[src/rtl/quadencoder_pkg.sv]
// Shared mode constants and quadrature step classification for the encoder decoder.
package quadencoder_pkg;

    localparam int unsigned QUAD_X4 = 0;
    localparam int unsigned QUAD_X2 = 1;
    localparam int unsigned QUAD_X1 = 2;

    typedef enum logic [1:0] {
        STEP_NONE    = 2'd0,
        STEP_UP      = 2'd1,
        STEP_DOWN    = 2'd2,
        STEP_ILLEGAL = 2'd3
    } step_e;

    // ab_* are packed {A, B}; direction is up when prevA ^ nowB is set
    function automatic step_e decode_step(input logic [1:0] ab_prev, input logic [1:0] ab_now);
        logic da;
        logic db;
        step_e st;
        da = ab_prev[1] ^ ab_now[1];
        db = ab_prev[0] ^ ab_now[0];
        st = STEP_NONE;
        if (da && db) begin
            st = STEP_ILLEGAL;
        end else if (da || db) begin
            st = (ab_prev[1] ^ ab_now[0]) ? STEP_UP : STEP_DOWN;
        end
        return st;
    endfunction

endpackage

[src/rtl/quad_input_filter.sv]
// Two-flop synchroniser followed by a stable-count glitch filter for one encoder pin.
module quad_input_filter #(
    parameter int unsigned FILTER = 3
) (
    input  logic clk,
    input  logic rst,
    input  logic in,
    output logic out
);

    localparam int unsigned CW = (FILTER < 1) ? 1 : $clog2(FILTER + 1);

    logic          sync1_q;
    logic          sync2_q;
    logic          filt_q;
    logic          filt_d;
    logic [CW-1:0] scnt_q;
    logic [CW-1:0] scnt_d;

    // Synchroniser carries no reset; it only ever holds pin samples
    always_ff @(posedge clk) begin
        sync1_q <= in;
        sync2_q <= sync1_q;
    end

    always_comb begin
        filt_d = filt_q;
        scnt_d = scnt_q;
        if (sync2_q == filt_q) begin
            scnt_d = '0;
        end else if (scnt_q == CW'(FILTER)) begin
            filt_d = sync2_q;
            scnt_d = '0;
        end else begin
            scnt_d = scnt_q + CW'(1);
        end
    end

    // Tracking the pin during reset avoids a phantom edge at release
    always_ff @(posedge clk) begin
        if (rst) begin
            filt_q <= sync2_q;
            scnt_q <= '0;
        end else begin
            filt_q <= filt_d;
            scnt_q <= scnt_d;
        end
    end

    assign out = filt_q;

endmodule

[src/rtl/quadencoder_index.sv]
// Quadrature x4 decoder with scaled position, armed index capture and sticky illegal-transition flag.
module quadencoder_index
    import quadencoder_pkg::*;
#(
    parameter int unsigned BITS        = 32,
    parameter int unsigned QUAD_TYPE   = QUAD_X4,
    parameter int unsigned FILTER      = 3,
    parameter int unsigned INDEX_RESET = 1
) (
    input  logic                   clk,
    input  logic                   rst,
    input  logic                   a,
    input  logic                   b,
    input  logic                   z,
    input  logic                   index_enable,
    input  logic                   err_clear,
    output logic signed [BITS-1:0] position,
    output logic signed [BITS-1:0] index_position,
    output logic                   index_ack,
    output logic                   error
);

    localparam logic ZERO_ON_INDEX = (INDEX_RESET != 0);

    logic fa;
    logic fb;
    logic fz;

    quad_input_filter #(.FILTER(FILTER)) u_filt_a (.clk(clk), .rst(rst), .in(a), .out(fa));
    quad_input_filter #(.FILTER(FILTER)) u_filt_b (.clk(clk), .rst(rst), .in(b), .out(fb));
    quad_input_filter #(.FILTER(FILTER)) u_filt_z (.clk(clk), .rst(rst), .in(z), .out(fz));

    logic [2:0]             prev_q;
    logic                   en_prev_q;
    logic                   armed_q;
    logic                   armed_d;
    logic signed [BITS-1:0] count_q;
    logic signed [BITS-1:0] count_d;
    logic signed [BITS-1:0] idx_q;
    logic signed [BITS-1:0] idx_d;
    logic                   ack_q;
    logic                   err_q;
    logic                   err_d;
    logic signed [BITS-1:0] pos_now;
    logic                   capture;
    step_e                  step;

    assign pos_now = count_q >>> QUAD_TYPE;

    always_comb begin
        step    = decode_step(prev_q[2:1], {fa, fb});
        capture = armed_q && !prev_q[0] && fz;
        count_d = count_q;
        err_d   = err_q;
        armed_d = armed_q;
        idx_d   = idx_q;

        case (step)
            STEP_UP:   count_d = count_q + BITS'(1);
            STEP_DOWN: count_d = count_q - BITS'(1);
            default:   count_d = count_q;
        endcase
        // Zero-on-index overrides any step decoded in the same cycle
        if (capture && ZERO_ON_INDEX) begin
            count_d = '0;
        end

        if (err_clear) begin
            err_d = 1'b0;
        end
        if (step == STEP_ILLEGAL) begin
            err_d = 1'b1;
        end

        if (index_enable && !en_prev_q) begin
            armed_d = 1'b1;
        end
        if (capture) begin
            armed_d = 1'b0;
            idx_d   = pos_now;
        end
    end

    // en_prev follows the level in reset so a held-high enable does not arm
    always_ff @(posedge clk) begin
        if (rst) begin
            prev_q    <= {fa, fb, fz};
            en_prev_q <= index_enable;
            armed_q   <= 1'b0;
            count_q   <= '0;
            idx_q     <= '0;
            ack_q     <= 1'b0;
            err_q     <= 1'b0;
        end else begin
            prev_q    <= {fa, fb, fz};
            en_prev_q <= index_enable;
            armed_q   <= armed_d;
            count_q   <= count_d;
            idx_q     <= idx_d;
            ack_q     <= capture;
            err_q     <= err_d;
        end
    end

    assign position       = pos_now;
    assign index_position = idx_q;
    assign index_ack      = ack_q;
    assign error          = err_q;

endmodule
[config.mk]
export PLATFORM = sky130hd
export DESIGN_NAME = quadencoder_index
export DESIGN_NICKNAME = d
export VERILOG_FILES = /design/src/rtl/quadencoder_pkg.sv /design/src/rtl/quad_input_filter.sv /design/src/rtl/quadencoder_index.sv
export SDC_FILE = /design/constraint.sdc
export NUM_CORES = 1
export LEC_CHECK = 0
export CAP_MARGIN = 10
export CORE_UTILIZATION = 55
export CTS_BUF_LIST = sky130_fd_sc_hd__clkbuf_4 sky130_fd_sc_hd__clkbuf_8
export DETAILED_ROUTE_END_ITERATION = 10
export PLACE_DENSITY = 0.88
export RECOVER_POWER = 50
export SKIP_CTS_REPAIR_TIMING = 1
export SKIP_LAST_GASP = 1
export SLEW_MARGIN = 20
export SYNTH_ARGS = -nofsm -noshare
export SYNTH_HDL_FRONTEND = slang
export SYNTH_SLANG_ARGS = --single-unit
[constraint.sdc]
create_clock -name clk -period 5.11 [get_ports clk]
set_input_delay 0.7665 -clock clk [delete_from_list [all_inputs] [get_ports clk]]
set_output_delay 0.7665 -clock clk [all_outputs]
set_load 0.02 [all_outputs]
# Word level (Yosys, flattened, before mapping)
# Cells that the tools add are included.
dict set report totals {
  in_bits 7
  wordCells 73
  reg_bits 86
  out_inout_bits 66
}
dict set report classes {
  bitwise 3
  eq_ne 12
  n_mux 15
  n_reduce_logical 19
  addsub 5
}
# operator n
set ops {}
lappend ops {{$pmux W32 S2} 1}
lappend ops {{$add A32 B2 Y32 const B} 1}
lappend ops {{$sub A32 B2 Y32 const B} 1}
lappend ops {{$mux W1} 11}
lappend ops {{$eq A2 B2 Y1 const B} 5}
lappend ops {{$reduce_bool A2 Y1} 5}
lappend ops {{$reduce_or A3 Y1} 3}
lappend ops {{$add A2 B1 Y2 const B} 3}
lappend ops {{$mux W2} 3}
lappend ops {{$ne A2 B2 Y1 const B} 3}
lappend ops {{$reduce_and A2 Y1} 3}
lappend ops {{$logic_and A1 B1 Y1} 4}
lappend ops {{$eq A1 B1 Y1} 3}
lappend ops {{$xor A1 B1 Y1} 3}
lappend ops {{$eq A2 B1 Y1 const B} 1}
lappend ops {{$logic_not A1 Y1} 2}
lappend ops {{$reduce_or A2 Y1} 1}
lappend ops {{$logic_or A1 B1 Y1} 1}

# Depth between registers and ports, before layout
# Gate-level depths: netlist (run 1).
dict set report logic_depth {
  ltp_word 6
  depth_mapped 16
  ltp_nobuf 13
}

# Cells and area by module
# Synthesis (run 1) repeated with hierarchy kept, for this count alone.
dict set report hier_totals {
  hier_cells 485
  area_unflattened_um2 4290.4
}
# mod instances area_each_um2 seq_area_each_um2 cells_each
set modules_own_cells {}
lappend modules_own_cells {quadencoder_index 1 3798.6 1421.4 452}
lappend modules_own_cells {quad_input_filter 3 163.9 110.1 11}

# Worst setup path after synthesis (run 1)
# Ideal clock, no wire load.
dict set report synth_path {
  kind {register -> register}
  start {reg u_filt_b.filt_q, in the netlist u_filt_b.out}
  end {reg count_q[30], in the netlist position[30]}
  t_required_ps 5048
  path_stages_with_launch 16
  n_path_buf 3
  setup_time_ps 62
  period_less_slack_ps 3892
  arrival_time_ps 3830
  path_slack_ps 1218
  cell_sequence {edfxtp_1 > xor2_1 > inv_1 > ha_1 > nor2_1 > nand2_1 > clkbuf_1 > buf_2 > xnor2_1 > ha_1 > clkbuf_1 > and3_1 > a21oi_1 > o31a_2 > or4b_2 > nand3_1}
}
dict set report synth_via {
  elab_chain_cells 6
  elab_cells_between_ends 11
  classes_between {eq/ne: 2; mux: 4; bitwise: 2; reduce/logical: 3}
}
# item line
set synth_lines {}
lappend synth_lines {{start: declaration} quad_input_filter.sv:15} ;# logic filt_q;
lappend synth_lines {{start signal: assignment} quad_input_filter.sv:42} ;# filt_q <= sync2_q;
lappend synth_lines {{start signal: assignment} quad_input_filter.sv:45} ;# filt_q <= filt_d;
lappend synth_lines {{$xor A1 B1 Y1 (on tied branches)} {quadencoder_pkg.sv:26, quadencoder_pkg.sv:21}}
lappend synth_lines {{$mux W2 / $logic_or A1 B1 Y1 (equally long branches)} {quadencoder_pkg.sv:26, quadencoder_pkg.sv:25}}
lappend synth_lines {{$mux W2} quadencoder_pkg.sv:25} ;# end else if (da || db) begin
lappend synth_lines {{$mux W2 (*)} quadencoder_pkg.sv:23} ;# if (da && db) begin
lappend synth_lines {{$eq A2 B2 Y1 / $eq A2 B1 Y1 (equally long branches)} quadencoder_index.sv:58} ;# case (step)
lappend synth_lines {{$pmux W32 S2 / $reduce_bool A2 Y1 (equally long branches)} --}
lappend synth_lines {{end signal: assignment} quadencoder_index.sv:98} ;# count_q <= count_d;
lappend synth_lines {{end: declaration} quadencoder_index.sv:37} ;# logic signed [BITS-1:0] count_q;
# Every way passes the cells marked *; elsewhere a longest branch is shown, timed or not.
# A chain may end at the register's enable or synchronous reset.

# Worst setup path after layout (run 1)
# Ends and elaborated chain as after synthesis.

==> reports/metrics.csv, run 1 <==
stage,metric,value,unit
clock_network,total CTS buffers,9,
worst_setup_path,crit end category,register,
drt,via count,4093,
drt,Vias/cell,6.33,
sta,Worst Max-Slew Pin Slew,1.48,ns
sta,final setup TNS,0,ns
sta,Period minus WS final,3.55,ns
drt,wire per inst,18.2,um
clock_network,Sink Count,86,
cells_and_area,nets@finish,557,
place,DP Wirelength,8.11,mm
clock_network,clk root buf,clkbuf_8,
synthesis,dominant synthesized flop cell,dfxtp_1,
sta,part of the cycle the worst path needs,69.4,%
synthesis,Async SR Flop Fraction,0,%
drt,initial DRC count,373,
place,number of port buffers,72,
clock_network,clk slew on worst S/H paths,0.09,ns
place,number of cells after detailed placement,631,
run,Max Cap Viol,0,
synthesis,Yosys top cell by area,dfxtp_1,
cells_and_area,Post-Layout Cell Count,647,
place,Setup WS pre-CTS,1.59,ns
floorplan,initial core utilization,58.2,%
drt,drt pass-1 iters,5,
worst_setup_path,Startpoint Class,register,
synthesis,Syn Area/Cell,8.62,um2
pwr,Pwr Total,2.12,mW
floorplan,Die H,90.5,um
clock_network,CTS tree,built,
worst_setup_path,Worst EP required,5.42,ns
global_routing,largest net degree at the start of global routing,37,
synthesis,cell with the most instances after synthesis,dfxtp_1,
synthesis,Mapped Nets,514,
place,Area after DPL,5010,um2
floorplan,Die ar.,8190,um2
worst_setup_path,critical path peak fanout,10,
synthesis,synth cell count leaders,"dfxtp_1, nor2_1, clkbuf_1, nand2_1, a22o_1",
drt,post-route ant nets,0,
floorplan,# IOs,73,
clock_network,clock buffer depth,2,
global_routing,vias in the first global route,3847,
global_routing,Overflow after GRT,0,
cells_and_area,layout cells sized above 1,6.93,%
global_routing,GRT Total Usage,29.6,%
synthesis,Post-synth EDFFs,3,
sta,fmax,0.282,GHz
sta,"Hold Vio Cnt, Final",0,
synthesis,warnings from Yosys,0,
sta,clk_skew,0.00856,ns
pwr,PD cells,407,nW/um2
global_routing,initial antenna violation count,0,
floorplan,CORE AREA,7410,um2
pwr,maximum VDD drop,0.000216,V
sta,RSZ-0062 raised after global routing,false,
cells_and_area,Storage cell area,1750,um2
synthesis,sequential area share after synthesis,40.7,%
floorplan,Core Rows,31,
worst_setup_path,CP Data Arrival Time,3.86,ns
sta,"Slew Viols, Final",0,
cells_and_area,final instance area,5210,um2
floorplan,Die X,90.5,um
synthesis,Yosys cell types,63,
synthesis,Post-Syn Area,4310,um2
cells_and_area,# fillers,587,
outcome,status,"complete, no violations",
synthesis,top cell type's share of synthesized area,38.6,%
min_path,worst hold path type,register to register,
clock_network,H-tree depth,3,
synthesis,post-synthesis register bit count,86,
global_routing,first-pass GRT wire length,19.6,mm
place,routability cong.,0.945,
cells_and_area,multi-input logic area,2300,um2
sta,Max-slew headroom,1.06,%
drt,# DRC,0,
synthesis,Synth area leaders,"dfxtp_1, a22o_1, nor3_1",
pwr,Leak Pwr,1.99,nW
sta,post-route setup slack,1.56,ns
cells_and_area,n_diodes,0,
sta,final-report setup violation count,0,
cells_and_area,Layout area overhead,20.8,%
drt,total length of routed wires,11.8,mm
synthesis,Syn Inst Count,500,
worst_setup_path,critical path class,register to register,
clock_network,"Clk Latency, worst-skew pair",0.36,ns
-- power by group --
| part | internal, mW | switching (mW) | leakage, nW |
|---|---|---|---|
| Clock | 0.233 | 0.266 | 0.106 |
| Combinational | 0.301 | 0.437 | 1.18 |
| Sequential | 0.736 | 0.149 | 0.706 |
-- kinds of logic after synthesis --
kind of cell,synth area share [%]
AND/OR/NAND/NOR,26.9
adder cells (fa/ha/maj),2.03
buffers and inverters,6.07
AO/OA/AOI/OAI,17.5
XOR/XNOR,5.05
multiplexers,1.86
flip-flops,40.7
-- metal layers --
layer,GRT usage [%],wire (um),vias to the layer above
met1,39.4,5130,1968
li1,-,-,1931
met3,5.81,842,21
met5,0,0,-
met4,8.60,216,0
met2,48.5,5570,173
-- final timing paths --
kind                                          to  slack [ns]             start  cells after the start
worst max-delay path                position[30]        1.56      u_filt_b.out                     13
worst min-delay path            u_filt_a.sync2_q        0.33  u_filt_a.sync1_q                      0
worst max register to register      position[30]        1.56      u_filt_b.out                     13
worst min register to register  u_filt_a.sync2_q        0.33  u_filt_a.sync1_q                      0
-- registers in the layout (all words and copies together) (netlist names), 2 cells and up --
signal / flops
index_position: 32
position: 32
prev_q: 3
u_filt_a.scnt_q: 2
u_filt_b.scnt_q: 2
u_filt_z.scnt_q: 2
-- final cells by class --
type	instances	share of cell area, %
timing repair buffer	79	14.7
multi-input combinational	351	44.2
sequential	86	33.6
inverter	16	1.15
tap	99	2.38
clock inverter	7	1.51
clock buffer	9	2.38
-- cells in the final DEF, fill, tap and decap left out, types with 4 or more instances in the layout --
| cell type | n |
|---|---|
| nand3_1 | 21 |
| a22o_1 | 32 |
| or3_1 | 10 |
| nor4b_1 | 6 |
| buf_4 | 5 |
| ha_1 | 7 |
| o21ai_0 | 13 |
| nor2_1 | 35 |
| clkdlybuf4s50_1 | 25 |
| a31oi_1 | 4 |
| dfxtp_1 | 83 |
| inv_1 | 16 |
| nand4_1 | 22 |
| xnor2_1 | 13 |
| mux2i_1 | 8 |
| nand2b_1 | 5 |
| nand2_1 | 33 |
| or4_1 | 7 |
| nor4_1 | 20 |
| xor2_1 | 10 |
| dlygate4sd3_1 | 47 |
| a21oi_1 | 14 |
| clkbuf_8 | 9 |
| and3_1 | 6 |
| nor3_1 | 30 |
-- critical path, stage by stage (launching register included) --
cell	delay (ns)
edfxtp_1	0.52
xor2_1	0.29
inv_1	0.07
ha_1	0.19
nor2_1	0.10
buf_4	0.18
nand2_1	0.09
xnor2_1	0.18
ha_1	0.32
and3_1	0.31
a21oi_1	0.06
o31a_2	0.44
or4b_2	0.63
nand3_1	0.10
-- stage by stage --
step                      utilization [%]  hold slack [ns]
after global placement               67.7            0.311
after global routing                 70.3            0.347
after detailed placement             67.7            0.314
after floorplan                         -            0.310
final                                70.3            0.334
after CTS                            70.4            0.337
(Power assumes the default switching activity.)
==> run 2: changes to the inputs <==
--- a/config.mk
+++ b/config.mk
@@ -6,10 +6,10 @@
 export NUM_CORES = 1
 export LEC_CHECK = 0
 export CAP_MARGIN = 10
-export CORE_UTILIZATION = 55
+export CORE_UTILIZATION = 50
 export CTS_BUF_LIST = sky130_fd_sc_hd__clkbuf_4 sky130_fd_sc_hd__clkbuf_8
 export DETAILED_ROUTE_END_ITERATION = 10
-export PLACE_DENSITY = 0.88
+export PLACE_DENSITY = 0.85
 export RECOVER_POWER = 50
 export SKIP_CTS_REPAIR_TIMING = 1
 export SKIP_LAST_GASP = 1
==> constraint.sdc (replaced) <==
create_clock -name clk -period 3.1 [get_ports clk]
set_input_delay 0.465 -clock clk [delete_from_list [all_inputs] [get_ports clk]]
set_output_delay 0.465 -clock clk [all_outputs]
set_load 0.02 [all_outputs]
==> run 2 against run 1 <==
Effect of this change: routed wire length rose by 4.0%; via count rose by 1.5%; sequential share of layout area fell by 0.94 points; highest routed layer unchanged.
==> reports/metrics.csv, run 2 (same netlist as run 1, synthesis figures left out) <==
stage,metric,value,unit
outcome,status,"complete, no violations",
drt,total length of routed wires,12.2,mm
sta,RSZ-0062 raised after global routing,false,
drt,drt pass-1 iters,6,
sta,"Slew Viols, Final",0,
clock_network,H-tree depth,3,
clock_network,total CTS buffers,9,
clock_network,"Clk Latency, worst-skew pair",0.37,ns
cells_and_area,# fillers,722,
drt,# DRC,0,
cells_and_area,nets@finish,568,
min_path,worst hold path type,register to register,
drt,initial DRC count,243,
pwr,PD cells,672,nW/um2
clock_network,CTS tree,built,
clock_network,clock buffer depth,2,
global_routing,first-pass GRT wire length,19.5,mm
place,Setup WS pre-CTS,0.202,ns
sta,post-route setup slack,0.170,ns
place,DP Wirelength,8.50,mm
run,Max Cap Viol,0,
floorplan,# IOs,73,
cells_and_area,Layout area overhead,24.3,%
sta,Period minus WS final,2.93,ns
sta,Worst Max-Slew Pin Slew,1.18,ns
floorplan,Core Rows,33,
clock_network,clk slew on worst S/H paths,0.10,ns
sta,final-report setup violation count,0,
cells_and_area,"most common cell after layout, fill and taps aside",dfxtp_1,
pwr,Leak Pwr,2.02,nW
sta,fmax,0.341,GHz
worst_setup_path,crit end category,register,
cells_and_area,Storage cell area,1750,um2
worst_setup_path,critical path peak fanout,9,
clock_network,Sink Count,86,
pwr,maximum VDD drop,0.000313,V
global_routing,GRT Total Usage,28.2,%
floorplan,Die H,94.8,um
clock_network,clk root buf,clkbuf_8,
global_routing,Overflow after GRT,0,
cells_and_area,most frequent cells in the layout,"dfxtp_1, dlygate4sd3_1, nor2_1, nand2_1, a22o_1",
floorplan,initial core utilization,52.2,%
sta,"Hold Vio Cnt, Final",0,
drt,post-route ant nets,0,
floorplan,CORE AREA,8260,um2
sta,clk_skew,0.0134,ns
worst_setup_path,CP Data Arrival Time,3.24,ns
cells_and_area,Post-Layout Cell Count,664,
drt,via count,4154,
floorplan,Die X,94.8,um
global_routing,vias in the first global route,3916,
worst_setup_path,critical path class,register to register,
drt,wire per inst,18.4,um
cells_and_area,multi-input logic area,2360,um2
place,number of port buffers,72,
sta,Hold WS,0.322,ns
cells_and_area,layout cells sized above 1,10.7,%
global_routing,initial antenna violation count,0,
place,routability cong.,0.921,
sta,Max-slew headroom,21.3,%
sta,part of the cycle the worst path needs,94.5,%
worst_setup_path,Worst EP required,3.41,ns
cells_and_area,final instance area,5360,um2
drt,Vias/cell,6.26,
cells_and_area,n_diodes,0,
floorplan,Die ar.,8990,um2
place,Area after DPL,5160,um2
worst_setup_path,Startpoint Class,register,
place,number of cells after detailed placement,648,
global_routing,largest net degree at the start of global routing,27,
-- run 2: path summary, 6_finish.rpt --
kind	startpoint	endpoint	slack [ns]	depth (start not counted)
worst max-delay path	u_filt_a.out	position[30]	0.17	12
worst min-delay path	u_filt_a.sync1_q	u_filt_a.sync2_q	0.32	0
worst max register to register	u_filt_a.out	position[30]	0.17	12
worst min register to register	u_filt_a.sync1_q	u_filt_a.sync2_q	0.32	0
-- run 2: per-stage QoR --
step	total power [mW]	TNS (ns)	utilization, %
6_report	3.60	0	64.9
5_1_grt	3.79	0	64.9
3_5_place_dp	2.75	0	62.4
4_1_cts	3.60	0	65.0
2_1_floorplan	2.32	-0.0225	-
3_3_place_gp	2.73	0	62.4
-- run 2: final cells by class --
cell class                      count  share of cell area, %
Multi-Input combinational cell    351                   44.0
Sequential cell                    86                   32.7
Timing Repair Buffer               90                   15.8
Tap cell                          105                   2.45
Clock buffer                        9                   2.31
Clock inverter                      7                   1.61
Inverter                           16                   1.12
-- run 2: worst max-delay path: stages, from the launching register on --
cell and delay, ns:
edfxtp_1 0.49, xor2_2 0.25, inv_1 0.08, ha_2 0.21, nor2_4 0.09, nand2_2 0.08
xnor2_2 0.13, ha_2 0.28, and3_4 0.25, a21oi_1 0.05, o31a_2 0.38, or4b_4 0.50
nand3_1 0.09
-- run 2: where the power goes --
part / internal [mW] / switching (mW) / leakage, nW
combinational: 0.547 / 0.747 / 1.21
clock: 0.392 / 0.458 / 0.105
sequential: 1.21 / 0.244 / 0.706
total: 2.15 / 1.45 / 2.02
-- run 2: per-layer routing --
metal | track usage (%) | share of wire, %
met1 | 35.7 | 44
met3 | 4.43 | 6.3
met4 | 11.0 | 1.9
met2 | 47.8 | 48
met5 | 0 | 0
==> run 3: changes to the inputs <==
--- a/config.mk
+++ b/config.mk
@@ -13,7 +13,6 @@
 export RECOVER_POWER = 50
 export SKIP_CTS_REPAIR_TIMING = 1
 export SKIP_LAST_GASP = 1
-export SLEW_MARGIN = 20
 export SYNTH_ARGS = -nofsm -noshare
 export SYNTH_HDL_FRONTEND = slang
 export SYNTH_SLANG_ARGS = --single-unit
==> results of run 3 <==
No change in the layout: final DEF, timing and power equal those of run 2.
